--- src/rtl/data_mem_responder.sv ---
// data_mem_responder
//   Data-memory responder for the MIPS core. It accepts one load/store at a
//   time over a req/ready handshake and serves it from an internal
//   word-addressed RAM after a programmable number of wait states.
//   Misaligned or illegal-size accesses are answered with err and no RAM access.
//
// Parameters
//   ADDR_W : word-address bits, depth = 2**ADDR_W words
//   WAIT   : wait states between acceptance and response (0..15)
//
// Ports
//   clk    : system clock, rising edge
//   rst    : asynchronous, active-low reset
//   req    : request valid, held stable until ready
//   we     : 1 = store, 0 = load
//   size   : 00 byte, 01 half, 10 word, 11 illegal
//   addr   : byte address (upper bits alias)
//   wdata  : store data, right-aligned
//   rdata  : load data, zero-extended and right-aligned
//   ready  : one-cycle response strobe
//   err    : with ready, flags a misaligned/illegal access
//   busy   : high from the cycle after acceptance through the ready cycle
module data_mem_responder #(
  parameter int ADDR_W = 6,
  parameter int WAIT   = 2
) (
  input  logic        clk,
  input  logic        rst,
  input  logic        req,
  input  logic        we,
  input  logic [1:0]  size,
  input  logic [31:0] addr,
  input  logic [31:0] wdata,
  output logic [31:0] rdata,
  output logic        ready,
  output logic        err,
  output logic        busy
);

  localparam int DEPTH = 1 << ADDR_W;
  localparam int AW    = ADDR_W + 2;
  localparam logic [3:0] WAIT_LOAD = (WAIT > 0) ? 4'(WAIT - 1) : 4'd0;

  typedef enum logic [1:0] {S_IDLE, S_WAIT, S_RESP} state_t;

  state_t      state;
  logic [3:0]  cnt;
  logic [31:0] mem [DEPTH];

  // Request captured at acceptance
  logic          we_p0;
  logic [1:0]    size_p0;
  logic [AW-1:0] addr_p0;
  logic [31:0]   wdata_p0;

  logic          sel_we;
  logic [1:0]    sel_size;
  logic [AW-1:0] sel_addr;
  logic [31:0]   sel_wdata;
  logic          sel_bad;
  logic [ADDR_W-1:0] sel_idx;
  logic [31:0]   sel_word;
  logic          to_resp;

  // Address bits above the array alias; collected here so dropping them is explicit.
  logic unused_addr_hi;
  assign unused_addr_hi = ^addr[31:AW];

  function automatic logic misaligned(input logic [1:0] sz, input logic [1:0] a);
    case (sz)
      2'b00:   misaligned = 1'b0;
      2'b01:   misaligned = a[0];
      2'b10:   misaligned = (a != 2'b00);
      default: misaligned = 1'b1;
    endcase
  endfunction

  function automatic logic [31:0] merge_store(input logic [31:0] old, input logic [31:0] wd,
                                              input logic [1:0] sz, input logic [1:0] a);
    logic [31:0] w;
    w = old;
    case (sz)
      2'b00:   w[{a, 3'b000} +: 8] = wd[7:0];
      2'b01:   w[{a[1], 4'b0000} +: 16] = wd[15:0];
      default: w = wd;
    endcase
    return w;
  endfunction

  function automatic logic [31:0] extract_load(input logic [31:0] word, input logic [1:0] sz,
                                               input logic [1:0] a);
    case (sz)
      2'b00:   extract_load = {24'b0, word[{a, 3'b000} +: 8]};
      2'b01:   extract_load = {16'b0, word[{a[1], 4'b0000} +: 16]};
      default: extract_load = word;
    endcase
  endfunction

  // With WAIT = 0 the response edge is the acceptance edge, so the live
  // inputs are used in IDLE and the captured copy everywhere else.
  always_comb begin
    sel_we    = we_p0;
    sel_size  = size_p0;
    sel_addr  = addr_p0;
    sel_wdata = wdata_p0;
    if (state == S_IDLE) begin
      sel_we    = we;
      sel_size  = size;
      sel_addr  = addr[AW-1:0];
      sel_wdata = wdata;
    end
  end

  assign sel_bad  = misaligned(sel_size, sel_addr[1:0]);
  assign sel_idx  = sel_addr[AW-1:2];
  assign sel_word = mem[sel_idx];
  assign to_resp  = ((state == S_IDLE) && req && (WAIT == 0)) ||
                    ((state == S_WAIT) && (cnt == 4'd0));

  // Stage p0: capture request on acceptance
  always_ff @(posedge clk) begin
    if ((state == S_IDLE) && req) begin
      we_p0    <= we;
      size_p0  <= size;
      addr_p0  <= addr[AW-1:0];
      wdata_p0 <= wdata;
    end
  end

  // Store commit on the edge entering RESP; gated by rst so a reset
  // coinciding with that edge discards the store.
  always_ff @(posedge clk) begin
    if (to_resp && rst && sel_we && !sel_bad)
      mem[sel_idx] <= merge_store(sel_word, sel_wdata, sel_size, sel_addr[1:0]);
  end

  // Control FSM and registered response
  always_ff @(posedge clk or negedge rst) begin
    if (!rst) begin
      state <= S_IDLE;
      cnt   <= 4'd0;
      ready <= 1'b0;
      err   <= 1'b0;
      busy  <= 1'b0;
      rdata <= 32'd0;
    end else begin
      ready <= 1'b0;
      err   <= 1'b0;
      case (state)
        S_IDLE: begin
          if (req) begin
            busy <= 1'b1;
            if (WAIT == 0) begin
              state <= S_RESP;
            end else begin
              state <= S_WAIT;
              cnt   <= WAIT_LOAD;
            end
          end
        end
        S_WAIT: begin
          if (cnt == 4'd0) state <= S_RESP;
          else             cnt   <= cnt - 4'd1;
        end
        S_RESP: begin
          state <= S_IDLE;
          busy  <= 1'b0;
        end
        default: begin
          state <= S_IDLE;
          busy  <= 1'b0;
        end
      endcase
      // Stage p1: response formed on the edge entering RESP
      if (to_resp) begin
        ready <= 1'b1;
        err   <= sel_bad;
        rdata <= (sel_bad || sel_we) ? 32'd0 : extract_load(sel_word, sel_size, sel_addr[1:0]);
      end
    end
  end

endmodule

--- config.mk ---
export PLATFORM = sky130hd
export DESIGN_NAME = data_mem_responder
export DESIGN_NICKNAME = d
export VERILOG_FILES = /design/src/rtl/data_mem_responder.sv
export SDC_FILE = /design/constraint.sdc
export NUM_CORES = 2
export LEC_CHECK = 0
export ABC_CLOCK_PERIOD_IN_PS = 20900
export CAP_MARGIN = 15
export CORE_ASPECT_RATIO = 1.25
export CORE_MARGIN = 2
export CORE_UTILIZATION = 67
export CTS_CLUSTER_DIAMETER = 100
export DETAILED_ROUTE_END_ITERATION = 12
export GPL_TIMING_DRIVEN = 0
export PLACE_DENSITY = 0.84
export SLEW_MARGIN = 20
export SYNTH_ARGS = -nofsm -noshare
export SYNTH_HDL_FRONTEND = slang
export SYNTH_SLANG_ARGS = --single-unit
export TNS_END_PERCENT = 20
--- constraint.sdc ---
create_clock -name clk -period 20.9 [get_ports clk]
set_clock_uncertainty 0.1 [all_clocks]
set_input_delay 4.18 -clock clk [delete_from_list [all_inputs] [get_ports clk]]
set_output_delay 4.18 -clock clk [all_outputs]
set_load 0.02 [all_outputs]
==> metrics.cfg, run 1 <==
[status]
status=did not finish
haltStage=global routing (5_1_grt)
error_line=[ERROR GRT-0116] Global routing finished with congestion. Check the congestion regions in the DRC Viewer.

[global_route]
grt_pass1_wl_um=601000
track_usage_pct=71.3
grt.overflow.total=349
grt_pass1_vias=69500
grt_max_degree=65

[synth]
synthMuxAreaShare_pct=1.46
synth-seq-area-share_pct=78.6
synth-seq-cells=2132
synth-xor-area-share_pct=0.0216
synth-adder-area-share_pct=0.0925
synth_area_sq_um=81200
synthCells=5059
yosys.area.top_type=edfxtp_1
synth_top_area_share_pct=77.4
synthArstFlopShare_pct=1.92
synth_top_family_by_area=compound AO/OA/AOI/OAI gates
synth.distinct_cells=103
synth_ff_type=edfxtp_1
syn_nets=5135
syn_avg_cell_area_sq_um=16.0
synth_edf_count=2091
synth.area.top_cells=edfxtp_1 (77%), o22ai_1 (5.0%), nand2_1 (2.4%), mux2i_1 (1.3%), dfrtp_1 (1.3%)
ys_warn_count=0
synth_compound_area_share_pct=11.3
synth_simple_gate_area_share_pct=6.23

[clock_network]
cts_buffers=186
clkSinkCount=2132
hold_buffers=0
cts_max_path_buffers=3
cts-resized-gates=0
post_cts_buffers=0
htreeDepth=4
cts-root-buf=clkbuf_16

[die]
rows=142
pin_count=105
die_h_um=393
initial_utilization_pct=67.6
die-width_um=315

[place]
hpwl_um=246000
gp_congestion=1.05
io_buffers=80

[cell usage after synthesis, types with 8 or more instances]
cell type  count
nand3_1      111
a222oi_1      10
nand2_1      518
o31ai_1       14
buf_4         34
a32o_1        30
o41ai_1       16
a32oi_1       53
a22oi_1       18
buf_1         19
nand4_1       11
nor3_1        39
or3_1         13
edfxtp_1    2091
a31oi_1       83
a211oi_1      54
mux2i_1      105
mux2_2         8
buf_6         15
a22o_1         8
dfrtp_1       41
o21ai_0      101
clkbuf_1      85
o22a_1        22
buf_2        180
and3_1        61
inv_1         21
nor2_1       206
a221oi_1      15
o211ai_1      20
o221ai_1      71
a21oi_1       95
o22ai_1      652
or4_1         10
nand2b_1      13
nor4_1        73
[cell families after synthesis]
group / count (synthesis)
DFF: 2132
AOI/OAI and AO/OA: 1341
and+or+nand+nor: 1106
buffers and inverters: 356
muxes: 116
adders and majority gates: 6
xor gates and xnor gates: 2
[layer usage]
layer  overflow  track usage (%)
met1         26             73.1
met2        159             83.5
met3         16             61.8
met4        146             64.4
met5          2             33.1
[through the flow]
step                      cell area (sq um)  utilization [%]  hold slack, ns  instances  setup slack, ns
after floorplan                       81200                -           0.362       5059            11.30
after global placement                83900             69.9           0.371       6723             4.23
after detailed placement              90300             75.1           0.375       6944            10.05
after CTS                             96400             80.3           0.388       7288            10.66
==> inputs of run 2 (changes only) <==
CORE_ASPECT_RATIO = unset   (was 1.25)
CORE_UTILIZATION = 40   (was 67)
CTS_CLUSTER_DIAMETER = unset   (was 100)
PLACE_DENSITY = unset   (was 0.84)
PLACE_DENSITY_LB_ADDON = 0.15   (was unset)
==> metrics.cfg, run 2 <==
[timing]
tns_ns=0
tightest_slew_ns=1.29
setup_viol=0
drv_slew=0
fmax_mhz=94.4
whs_ns=0.386
hold_violations=0
fin_crit_ns=10.59
timing.final.crit_share_pct=50.7
slew_headroom_pct=14.1
rsz0062_at_grt=false

[synth]
synthCells=5059
synth.area.top_cells=edfxtp_1 (77%), o22ai_1 (5.0%), nand2_1 (2.4%), mux2i_1 (1.3%), dfrtp_1 (1.3%)
synth_ff_type=edfxtp_1
yosys.area.top_type=edfxtp_1
syn_nets=5135
synth_area_sq_um=81200
synth-seq-area-share_pct=78.6
synthArstFlopShare_pct=1.92
synth-seq-cells=2132
synth_top_area_share_pct=77.4
ys_top_cells_by_count=edfxtp_1 (2,091), o22ai_1 (652), nand2_1 (518)
syn_avg_cell_area_sq_um=16.0
synth_edf_count=2091
synth.most_common_cell=edfxtp_1
synth.distinct_cells=103
ys_warn_count=0

[clock_network]
path_clk_slew_ns=0.06
hold_buffers=0
cts_tree=yes
clkSinkCount=2132
cts_max_path_buffers=3
htreeDepth=4
cts_buffers=211
cts-root-buf=clkbuf_16
clkLatencyLatePin_ns=0.87
cts-resized-gates=0
post_cts_buffers=0

[place]
gp_congestion=0.940
io_buffers=80
hpwl_um=280000
placed_cells=8084
place_area_sq_um=92600

[power_and_ir_drop]
switching_power_mw=7.04
swShare_pct=41.6
power_frac_comb_pct=41.7
p_seq_share_pct=36.4
pwr-share-clk_pct=21.9
peakVddDrop_v=0.000185
cellPowerDensity_nw_per_um2=171
p_leak_nw=31.9
intPower_mw=9.89

[worst_setup_path]
cp_cell_sequence=clkdlybuf4s50_1 -> or3b_4 -> nand2_4 -> buf_4 -> buf_4 -> buf_2 -> clkbuf_1 -> o22ai_1 -> nor4_1 -> nand4_1 -> nor3_1 -> a221o_4 -> buf_12
end_kind=register
arrival_ns=11.15
cp_common_cell=buf_4
cp-start-kind=input port
cp_slowest_stage_delay_ns=1.00
cp_slowest_cell=nand4_1
path_max_fanout=36
worstPathRequired_ns=21.46
critPathKind=in2reg

[final_layout]
syn2layout_area_growth_pct=22.1
multi_input_area_sq_um=16600
reg.largest.list=mem (2048), rdata (32), wdata_p0 (32)
final_cell_mix=edfxtp_1 (2,091), o22ai_1 (649), nand2_1 (516), clkbuf_16 (215), buf_2 (188)
fill_cells=16900
top_register=mem
final_common_cell=edfxtp_1
design_area_sq_um=99100
regArea_sq_um=63800
finish.utilization_pct=49.1
instances_no_fill=8488
drive_above_1_share_pct=16.8
largest_reg_flops=2048
num-nets-final=5701

[route]
final_antenna_net_count=0
dr.first_iter.drc_count=12500
vias=59300
drc=0
avgRoutedWirePerCell_um=47.4
viasPerCell=6.98
firstDrtPassIters=6
totalWireLength_um=402000

[die]
core_area_sq_um=202000
rows=165
die_h_um=454
pin_count=105
die-width_um=454
initial_utilization_pct=40.2
dieArea_sq_um=207000

[global_route]
grt.overflow.total=0
grt_pass1_vias=53300
antenna_found_initial=32
grt_pass1_wl_um=516000
track_usage_pct=38.2
grt_max_degree=65

[run]
max_cap_viol_count=0

[status]
status=completed

[worst_hold_path]
hp-class=reg2reg

==> run 2: cell counts after synthesis <==
Identical to the previous run, type by type.
==> run 2: final cells by class <==
| type | instances | area share (%) |
|---|---|---|
| clock buffers | 294 | 5.77 |
| well taps | 2672 | 3.37 |
| clock inverters | 94 | 0.716 |
| repair buffers | 353 | 7.13 |
| inverters | 22 | 0.0833 |
| flip-flops and latches | 2132 | 64.4 |
| plain buffers | 334 | 1.78 |
| diodes | 16 | 0.0404 |
| multi-input cells | 2571 | 16.7 |
==> run 2: power groups by stage <==
stage,clock network [mW],registers [mW],logic [mW]
6_report,3.70,6.17,7.06
4_1_cts,3.67,6.16,6.66
3_3_place_gp,0,6.70,5.57
5_1_grt,3.84,6.17,6.94
3_5_place_dp,0,6.25,6.65
2_1_floorplan,0,6.44,2.54
==> run 2: per-layer routing <==
layer	share of wire, %	track usage (%)	vias to the layer above
met3	15	12.8	1438
li1	-	-	21800
met2	42	54.4	5853
met4	8.7	26.5	18
met5	0.060	0.420	-
met1	34	49.2	30200
==> run 2: kinds of logic after synthesis <==
| group | synth area share, % |
|---|---|
| AND/OR/NAND/NOR | 6.23 |
| buffers and inverters | 2.23 |
| flip-flops | 78.6 |
| AO/OA/AOI/OAI | 11.3 |
| adder cells (fa/ha/maj) | 0.0925 |
| XOR/XNOR | 0.0216 |
| multiplexers | 1.46 |
==> run 2: critical path, delay by kind of cell <==
kind | cells | cell delay (ns)
compound gates | 2 | 0.91
buf+inv | 6 | 3.11
simple gates | 5 | 2.85
==> run 2: final timing paths <==
kind                       cells after the start    endpoint       from  slack [ns]
setup / recovery                              13  mem[20][0]    addr[4]       10.31
hold / removal                                 2   rdata[23]  rdata[23]        0.39
setup reg to reg                              18  mem[12][8]   state[1]       12.67
hold reg to reg                                2   rdata[23]  rdata[23]        0.39
max in group asynchronous                      2   rdata[20]        rst       17.01
min in group asynchronous                      1       ready        rst        3.16
==> run 2: through the flow <==
step | power, mW | setup slack (ns)
CTS | 16.5 | 10.92
detailed placement | 12.9 | 10.06
floorplan | 8.98 | 11.30
global route | 16.9 | 10.72
global placement | 12.3 | 1.72
finish | 16.9 | 10.31
(Power assumes the default switching activity.)
